`src/rtl/alu_arbiter_if.sv`:
```
`default_nettype none
// ============================================================================
//  Module      : alu_arbiter_if
//  Description : Bundle of signals around the two-requester ALU arbiter.
//                It carries the requester handshake with packed per-requester
//                fields, the operand/opcode path out to the shared ALU and the
//                ALU result back, and the single response channel.
//                slave  - the arbiter's view.
//                master - the environment's view (requesters, ALU, consumer).
//  Ports       : req_valid/req_ready[1:0], req_op[7:0], req_a/req_b[2*DATA_W-1:0],
//                alu_oprd1/alu_oprd2/alu_op, alu_result/alu_zero,
//                rsp_valid/rsp_ready, rsp_id, rsp_result, rsp_zero, rsp_err
//  Revision    : 1.0 - initial release
// ============================================================================
interface alu_arbiter_if #(
  parameter int DATA_W = 32
);
  logic [1:0]          req_valid;
  logic [1:0]          req_ready;
  logic [7:0]          req_op;
  logic [2*DATA_W-1:0] req_a;
  logic [2*DATA_W-1:0] req_b;

  logic [DATA_W-1:0]   alu_oprd1;
  logic [DATA_W-1:0]   alu_oprd2;
  logic [3:0]          alu_op;
  logic [DATA_W-1:0]   alu_result;
  logic                alu_zero;

  logic                rsp_valid;
  logic                rsp_ready;
  logic                rsp_id;
  logic [DATA_W-1:0]   rsp_result;
  logic                rsp_zero;
  logic                rsp_err;

  modport slave (
    input  req_valid, req_op, req_a, req_b, alu_result, alu_zero, rsp_ready,
    output req_ready, alu_oprd1, alu_oprd2, alu_op,
           rsp_valid, rsp_id, rsp_result, rsp_zero, rsp_err
  );

  modport master (
    output req_valid, req_op, req_a, req_b, alu_result, alu_zero, rsp_ready,
    input  req_ready, alu_oprd1, alu_oprd2, alu_op,
           rsp_valid, rsp_id, rsp_result, rsp_zero, rsp_err
  );
endinterface
`default_nettype wire

```
`src/rtl/alu_arbiter.sv`:
```
`default_nettype none
// ============================================================================
//  Module      : alu_arbiter
//  Description : Round-robin arbiter that shares one combinational ALU between
//                two requesters. It routes the granted request's operands to
//                the ALU, captures the result into a one-entry response
//                register, and flags illegal opcodes.
//  Ports       : clk  - rising-edge clock
//                rst  - asynchronous active-high reset
//                bus  - alu_arbiter_if.slave (requests, ALU path, response)
//  Revision    : 1.0 - initial release
// ============================================================================
module alu_arbiter #(
  parameter int DATA_W = 32
) (
  input  logic          clk,
  input  logic          rst,
  alu_arbiter_if.slave  bus
);

  localparam logic [3:0] OP_AND = 4'b0000;
  localparam logic [3:0] OP_OR  = 4'b0001;
  localparam logic [3:0] OP_ADD = 4'b0010;
  localparam logic [3:0] OP_SUB = 4'b0110;
  localparam logic [3:0] OP_SLT = 4'b0111;
  localparam logic [3:0] OP_NOR = 4'b1100;

  logic              last_grant_q, last_grant_d;
  logic              rsp_valid_q,  rsp_valid_d;
  logic              rsp_id_q,     rsp_id_d;
  logic [DATA_W-1:0] rsp_result_q, rsp_result_d;
  logic              rsp_zero_q,   rsp_zero_d;
  logic              rsp_err_q,    rsp_err_d;

  logic              gnt_valid;
  logic              gnt_idx;
  logic              can_accept;
  logic              xfer;
  logic              op_legal;
  logic [3:0]        sel_op;
  logic [DATA_W-1:0] sel_a;
  logic [DATA_W-1:0] sel_b;

  // Grant is a function of req_valid and last_grant only, so req_ready has
  // no combinational path from operands or opcodes.
  always_comb begin
    gnt_valid = 1'b0;
    gnt_idx   = 1'b0;
    case (bus.req_valid)
      2'b01: begin gnt_valid = 1'b1; gnt_idx = 1'b0;          end
      2'b10: begin gnt_valid = 1'b1; gnt_idx = 1'b1;          end
      2'b11: begin gnt_valid = 1'b1; gnt_idx = ~last_grant_q; end
      default: ;
    endcase
  end

  // The response register frees up in the same cycle it is drained.
  assign can_accept = !rsp_valid_q || bus.rsp_ready;
  assign xfer       = gnt_valid && can_accept;

  // rst is included so nothing is accepted while the block is held in reset.
  assign bus.req_ready = (xfer && !rst) ? (gnt_idx ? 2'b10 : 2'b01) : 2'b00;

  assign sel_op = gnt_idx ? bus.req_op[7:4]          : bus.req_op[3:0];
  assign sel_a  = gnt_idx ? bus.req_a[2*DATA_W-1:DATA_W] : bus.req_a[DATA_W-1:0];
  assign sel_b  = gnt_idx ? bus.req_b[2*DATA_W-1:DATA_W] : bus.req_b[DATA_W-1:0];

  // Drive zeros when idle so the shared ALU never sees X.
  assign bus.alu_op    = gnt_valid ? sel_op : 4'b0000;
  assign bus.alu_oprd1 = gnt_valid ? sel_a  : '0;
  assign bus.alu_oprd2 = gnt_valid ? sel_b  : '0;

  always_comb begin
    case (sel_op)
      OP_AND, OP_OR, OP_ADD, OP_SUB, OP_SLT, OP_NOR: op_legal = 1'b1;
      default:                                       op_legal = 1'b0;
    endcase
  end

  always_comb begin
    last_grant_d = last_grant_q;
    rsp_valid_d  = rsp_valid_q;
    rsp_id_d     = rsp_id_q;
    rsp_result_d = rsp_result_q;
    rsp_zero_d   = rsp_zero_q;
    rsp_err_d    = rsp_err_q;
    if (xfer) begin
      // A new transfer overwrites a response drained this cycle: no bubble.
      rsp_valid_d  = 1'b1;
      rsp_id_d     = gnt_idx;
      last_grant_d = gnt_idx;
      rsp_result_d = op_legal ? bus.alu_result : '0;
      rsp_zero_d   = op_legal && bus.alu_zero;
      rsp_err_d    = !op_legal;
    end else if (bus.rsp_ready) begin
      rsp_valid_d  = 1'b0;
    end
  end

  // last_grant resets to 1 so requester 0 wins the first contention.
  always_ff @(posedge clk or posedge rst) begin
    if (rst) begin
      last_grant_q <= 1'b1;
      rsp_valid_q  <= 1'b0;
      rsp_id_q     <= 1'b0;
      rsp_result_q <= '0;
      rsp_zero_q   <= 1'b0;
      rsp_err_q    <= 1'b0;
    end else begin
      last_grant_q <= last_grant_d;
      rsp_valid_q  <= rsp_valid_d;
      rsp_id_q     <= rsp_id_d;
      rsp_result_q <= rsp_result_d;
      rsp_zero_q   <= rsp_zero_d;
      rsp_err_q    <= rsp_err_d;
    end
  end

  assign bus.rsp_valid  = rsp_valid_q;
  assign bus.rsp_id     = rsp_id_q;
  assign bus.rsp_result = rsp_result_q;
  assign bus.rsp_zero   = rsp_zero_q;
  assign bus.rsp_err    = rsp_err_q;

endmodule
`default_nettype wire

```
`src/flat_wrapper.sv`:
```
// flat-port wrapper written by rule: the top's interface ports become plain ports
module alu_arbiter_flat 
#(
  parameter int DATA_W = 32
)
  (clk, rst, bus_req_valid, bus_req_op, bus_req_a, bus_req_b, bus_alu_result, bus_alu_zero, bus_rsp_ready, bus_req_ready, bus_alu_oprd1, bus_alu_oprd2, bus_alu_op, bus_rsp_valid, bus_rsp_id, bus_rsp_result, bus_rsp_zero, bus_rsp_err);
  alu_arbiter_if #(.DATA_W(DATA_W)) bus_i ();
  input  logic clk;
  input  logic rst;
  input wire logic [$bits(bus_i.req_valid)-1:0] bus_req_valid;
  input wire logic [$bits(bus_i.req_op)-1:0] bus_req_op;
  input wire logic [$bits(bus_i.req_a)-1:0] bus_req_a;
  input wire logic [$bits(bus_i.req_b)-1:0] bus_req_b;
  input wire logic [$bits(bus_i.alu_result)-1:0] bus_alu_result;
  input wire logic [$bits(bus_i.alu_zero)-1:0] bus_alu_zero;
  input wire logic [$bits(bus_i.rsp_ready)-1:0] bus_rsp_ready;
  output wire logic [$bits(bus_i.req_ready)-1:0] bus_req_ready;
  output wire logic [$bits(bus_i.alu_oprd1)-1:0] bus_alu_oprd1;
  output wire logic [$bits(bus_i.alu_oprd2)-1:0] bus_alu_oprd2;
  output wire logic [$bits(bus_i.alu_op)-1:0] bus_alu_op;
  output wire logic [$bits(bus_i.rsp_valid)-1:0] bus_rsp_valid;
  output wire logic [$bits(bus_i.rsp_id)-1:0] bus_rsp_id;
  output wire logic [$bits(bus_i.rsp_result)-1:0] bus_rsp_result;
  output wire logic [$bits(bus_i.rsp_zero)-1:0] bus_rsp_zero;
  output wire logic [$bits(bus_i.rsp_err)-1:0] bus_rsp_err;
  assign bus_i.req_valid = bus_req_valid;
  assign bus_i.req_op = bus_req_op;
  assign bus_i.req_a = bus_req_a;
  assign bus_i.req_b = bus_req_b;
  assign bus_i.alu_result = bus_alu_result;
  assign bus_i.alu_zero = bus_alu_zero;
  assign bus_i.rsp_ready = bus_rsp_ready;
  assign bus_req_ready = bus_i.req_ready;
  assign bus_alu_oprd1 = bus_i.alu_oprd1;
  assign bus_alu_oprd2 = bus_i.alu_oprd2;
  assign bus_alu_op = bus_i.alu_op;
  assign bus_rsp_valid = bus_i.rsp_valid;
  assign bus_rsp_id = bus_i.rsp_id;
  assign bus_rsp_result = bus_i.rsp_result;
  assign bus_rsp_zero = bus_i.rsp_zero;
  assign bus_rsp_err = bus_i.rsp_err;
  alu_arbiter #(.DATA_W(DATA_W)) u_core (.clk(clk), .rst(rst), .bus(bus_i));
endmodule
```
`config.mk`:
```
export PLATFORM = sky130hd
export DESIGN_NAME = alu_arbiter_flat
export DESIGN_NICKNAME = d
export VERILOG_FILES = /design/src/rtl/alu_arbiter_if.sv /design/src/rtl/alu_arbiter.sv /design/src/flat_wrapper.sv
export SDC_FILE = /design/constraint.sdc
export NUM_CORES = 1
export LEC_CHECK = 0
export CAP_MARGIN = 20
export CELL_PAD_IN_SITES_DETAIL_PLACEMENT = 2
export CELL_PAD_IN_SITES_GLOBAL_PLACEMENT = 2
export CORE_ASPECT_RATIO = 1.1
export CORE_UTILIZATION = 13
export CTS_CLUSTER_SIZE = 40
export DETAILED_ROUTE_END_ITERATION = 10
export PLACE_DENSITY = 0.85
export SYNTH_ARGS = -nofsm -noshare
export SYNTH_HDL_FRONTEND = slang
export SYNTH_SLANG_ARGS = --single-unit
```
`constraint.sdc`:
```
create_clock -name clk -period 3.5 [get_ports clk]
set_input_delay 0.525 -clock clk [delete_from_list [all_inputs] [get_ports clk]]
set_output_delay 0.525 -clock clk [all_outputs]
set_load 0.02 [all_outputs]
```
== After elaboration in Yosys (flattened, before gate mapping) ==
Cells that the tools add are included.

* Output and inout port bits: 106
* Register bits after elaboration: 37
* Input port bits: 174
* Logic and storage cells: 40

* Eq/ne operators: 8
* Bitwise operators: 1
* Multiplexer cells: 14
* Reduce and logical (&&, ||, !) cells: 11

{| class="wikitable"
|+ Operators by type and width
! kind !! count
|-
| $mux W32 || 5
|-
| $eq A4 B3 Y1 const B || 2
|-
| $mux W4 || 2
|-
| $reduce_or A6 Y1 || 1
|-
| $eq A2 B2 Y1 const B || 2
|-
| $eq A4 B1 Y1 const B || 1
|-
| $eq A4 B2 Y1 const B || 1
|-
| $eq A4 B4 Y1 const B || 1
|-
| $logic_not A4 Y1 || 1
|-
| $mux W1 || 4
|-
| $mux W2 || 2
|-
| $logic_and A1 B1 Y1 || 3
|-
| $logic_not A1 Y1 || 3
|-
| $reduce_or A3 Y1 || 1
|-
| $eq A2 B1 Y1 const B || 1
|-
| $pmux W1 S2 || 1
|-
| $reduce_bool A2 Y1 || 1
|-
| $logic_or A1 B1 Y1 || 1
|-
| $not A1 Y1 || 1
|}

== Logic depth before layout (Yosys ltp) ==
* Depth in word-level cells: 7
* Depth in mapped cells: 6
* Gate-level depth less buffers: 4

== Worst setup path after synthesis ==
Ideal clock, no wire load.

* Path type: input port to output port
* Start point: input bus_req_valid[0]
* End point: output bus_req_ready[1]
* Slack: 1,229 ps
* Data required time: 2,975 ps
* Cell stages on the path: 5
* Arrival: 1,746 ps
* Path buffers: 3
* Cells stage by stage: clkbuf_1 a21bo_2 clkbuf_1 buf_2 nor3_1

* Word-level cells in the longest chain between the ends: 6
* Elaborated cells between the ends (all ways): 10
* Those cells by class: eq/ne (3); mux (4); reduce/logical (3)

{| class="wikitable"
|+ Ends and longest elaborated chain
! element !! RTL line !! source
|-
| start: declaration || flat_wrapper.sv:10 || <nowiki>input wire logic [$bits(bus_i.req_valid)-1:0] bus_req_valid;</nowiki>
|-
| $eq A2 B1 Y1 / $eq A2 B2 Y1 (equally long branches) || alu_arbiter.sv:49 || <nowiki>case (bus.req_valid)</nowiki>
|-
| $reduce_or A3 Y1 (no source line) || n/a ||
|-
| $mux W1 || alu_arbiter.sv:49 ||
|-
| $logic_and A1 B1 Y1 || alu_arbiter.sv:59 || <nowiki>assign xfer = gnt_valid && can_accept;</nowiki>
|-
| $logic_and A1 B1 Y1 || alu_arbiter.sv:62 || <nowiki>assign bus.req_ready = (xfer && !rst) ? (gnt_idx ? 2'b10 : 2'b01) : 2'b00;</nowiki>
|-
| $mux W2 * || alu_arbiter.sv:62 ||
|-
| end: declaration || flat_wrapper.sv:17 || <nowiki>output wire logic [$bits(bus_i.req_ready)-1:0] bus_req_ready;</nowiki>
|}

Mark *: on every way between the ends. The rest lies on a longest branch, timed or not.

== Worst setup path after layout ==
* Start point: input bus_req_valid[1]
* End point: output bus_alu_oprd1[22]

* Word-level cells in the longest chain between the ends: 4
* Elaborated cells between the ends (all ways): 8
* Those cells by class: eq/ne (3); mux (4); reduce/logical (1)

{| class="wikitable"
|+ Ends and longest elaborated chain
! element !! RTL line !! source
|-
| $eq A2 B2 Y1 / $eq A2 B1 Y1 (equally long branches) || alu_arbiter.sv:49 ||
|-
| $pmux W1 S2 / $reduce_or A3 Y1 (equally long branches) || n/a ||
|-
| $mux W32 / $mux W1 (equally long branches) || alu_arbiter.sv:65, alu_arbiter.sv:49 ||
|-
| $mux W32 * || alu_arbiter.sv:70 || <nowiki>assign bus.alu_oprd1 = gnt_valid ? sel_a : '0;</nowiki>
|-
| end: declaration || flat_wrapper.sv:18 || <nowiki>output wire logic [$bits(bus_i.alu_oprd1)-1:0] bus_alu_oprd1;</nowiki>
|}

Marks and branches as above.

==> impl_metrics.toml <==
[final_layout]
layout.nets = 830
utilization_pct = 30.98
drive_gt1_share_pct = 3.805
fin_area_um2 = 5784
layoutNonFillerInstCount = 900
antenna_cells = 0
area_delta_synth_final_pct = 130.7

[yosys]
synth_cells = 392
synth.distinct_cells = 26
syn_area_um2 = 2507
yosysSeqAreaShare_pct = 36.98
yosysWarnings = 0
ys_seq_elements = 37
avgSynthCellArea_um2 = 6.396
syn-num-nets = 566

[clock_tree]
ctsHoldBuffers = 0
post_cts_resize_count = 0
postCtsSetupRepairBufs = 0
clock_sinks = 37
cts-root-buf = "clkbuf_16"
clkSlewWorstSetupHoldPaths_ps = 60
cts_buffer_depth = 2
cts_made_buffers = 5
clk_latency_ps = 290
cts_tree = "built"
ctsHtreeMaxLevel = 2

[worst_hold_path]
hold_depth = 1
hp-class = "reg -> reg"

[detailed_routing]
wirelength_um = 14710
firstDrtPassIters = 4
vias_per_cell = 4.192
vias = 3773
wl_per_cell_um = 16.34
drt_iter0_markers = 82
drc = 0
drtAntennaViolNets = 0

[floorplanning]
die_width_um = 134.4
rows = 52
initial_core_util_pct = 13.43
ioPinCount = 280
core_um2 = 18670
die_area_um2 = 19850
die_y_um = 147.7

[timing]
slew_headroom_pct = 42.06
skew_ps = 3.616
setup_ws_ps = 489.6
period_share_pct = 86.01
setup_viol = 0
tns_ps = 0
worst_slew_pin_slew_ps = 868.1
whs_ps = 485.6
slew_violations = 0
finalCriticalPeriod_ps = 3010
final_hold_viol_count = 0
clock.fmax_mhz = 332.2
rsz0062_at_grt = "no"

[pwr]
power-per-cell-area_nw_per_um2 = 353.6
power_mw = 2.045
p_leak_nw = 2.494
peakVddDrop_mv = 0.3328

[placement]
hpwl_um = 11570
place_inst = 892
placedInstanceArea_um2 = 5594
pre_cts_slack_ps = 463.7
place.gp.congestion = 0.7090
port_buffers = 279

[grt]
grt_pass1_wl_um = 22180
overflow = 0
antenna_found_initial = 0
grt_use_total_pct = 14.44
grt_pass1_vias = 4038
grt_max_degree = 69

[worst_setup_path]
arrival_ps = 2490
ff2ff_setup_slack_ps = 1360
cp-start-kind = "primary input"
critPathRequiredTime_ps = 2970
end_kind = "primary output"
ff2ff_path_depth = 6
worst-setup-path-type = "in -> out"
path_max_fanout = 68

[job]
cap_violations = 0

[status]
status = "finished clean"
==> state kept, by name (all words and copies together) (netlist names) <==
register,count
u_core.bus.rsp_result,32
u_core.bus.rsp_id,1
u_core.bus.rsp_valid,1
u_core.bus.rsp_err,1
u_core.bus.rsp_zero,1
u_core.last_grant_q,1
==> layout make-up <==
type                            count  area, um^2
Inverter                            2       7.507
Clock inverter                      3       65.06
Tap cell                          243       304.0
Sequential cell                    37       927.1
Fill cell                        2171       12890
Clock buffer                        5       125.1
Timing Repair Buffer              290        2908
Multi-Input combinational cell    320        1448
==> routing by layer <==
layer / wire [um] / up-vias / GRT usage (%)
li1: - / 1805 / -
met1: 5443 / 1784 / 14.79
met2: 7566 / 171 / 27.46
met3: 1503 / 13 / 5.213
met4: 193 / 0 / 3.596
met5: 0 / - / 0
==> layout by cell type (no fill, tap or decap) <==
master,netlist,routed
nand2b_1,1,1
a21bo_2,1,1
o21ai_1,5,4
xor2_1,1,1
buf_12,0,3
clkinv_2,0,1
nor3_1,2,2
nand4_1,1,1
clkbuf_16,0,5
o21a_1,1,1
a21o_1,1,1
o21ai_4,0,1
nand2_1,197,197
buf_2,7,1
dfrtp_1,36,36
nor2_1,2,2
nand4bb_1,1,1
bufinv_16,0,2
a21boi_4,0,1
a21oi_1,33,33
a21boi_0,1,1
nand3b_1,2,2
a221oi_4,1,1
dfstp_2,1,1
buf_4,3,8
clkdlybuf4s50_1,0,278
a211o_1,1,1
inv_1,2,2
nand3_1,64,64
a22o_1,4,4
==> worst max-delay path, cell delays in order <==
cell	delay, ps
clkdlybuf4s50_1	520
a21bo_2	270
buf_12	280
nand3_1	130
nand2_1	110
clkdlybuf4s50_1	620
==> cell families after synthesis <==
group | count (synthesis) | share of synthesized area, %
DFF | 37 | 36.98
xor gates and xnor gates | 1 | 0.3494
buffers and inverters | 35 | 6.038
AOI/OAI and AO/OA | 49 | 12.13
and+or+nand+nor | 270 | 44.51
==> cell usage after synthesis <==
library cell	number	share of area, %
nand2_1	197	29
nand3_1	64	13
dfrtp_1	36	36
a21oi_1	33	6.6
clkbuf_1	21	3.1
buf_2	7	1.4
o21ai_1	5	1.0
a22o_1	4	1.4
buf_4	3	0.90
buf_1	2	0.30
inv_1	2	0.30
nand3b_1	2	0.60
nor2_1	2	0.30
nor3_1	2	0.40
a211o_1	1	0.35
a21bo_2	1	0.40
a21boi_0	1	0.30
a21boi_2	1	0.45
a21o_1	1	0.30
a221oi_4	1	1.0
dfstp_2	1	1.0
nand2b_1	1	0.25
nand4_1	1	0.25
nand4bb_1	1	0.45
o21a_1	1	0.30
xor2_1	1	0.35
==> power breakdown <==
part / switching [mW] / internal (mW) / leakage, nW
logic: 0.456 / 0.481 / 1.93
registers: 0.0325 / 0.486 / 0.470
clock network: 0.184 / 0.407 / 0.0938
total: 0.672 / 1.37 / 2.49
==> final timing paths <==
path	end	startpoint
setup / recovery	bus_alu_oprd1[22]	bus_req_valid[1]
min in group asynchronous	u_core.bus.rsp_result[7]	rst
setup reg to reg	u_core.bus.rsp_zero	u_core.last_grant_q
hold reg to reg	u_core.bus.rsp_err	u_core.bus.rsp_err
hold / removal	u_core.bus.rsp_err	u_core.bus.rsp_err
max in group asynchronous	u_core.bus.rsp_result[26]	rst
(Power assumes the default switching activity.)
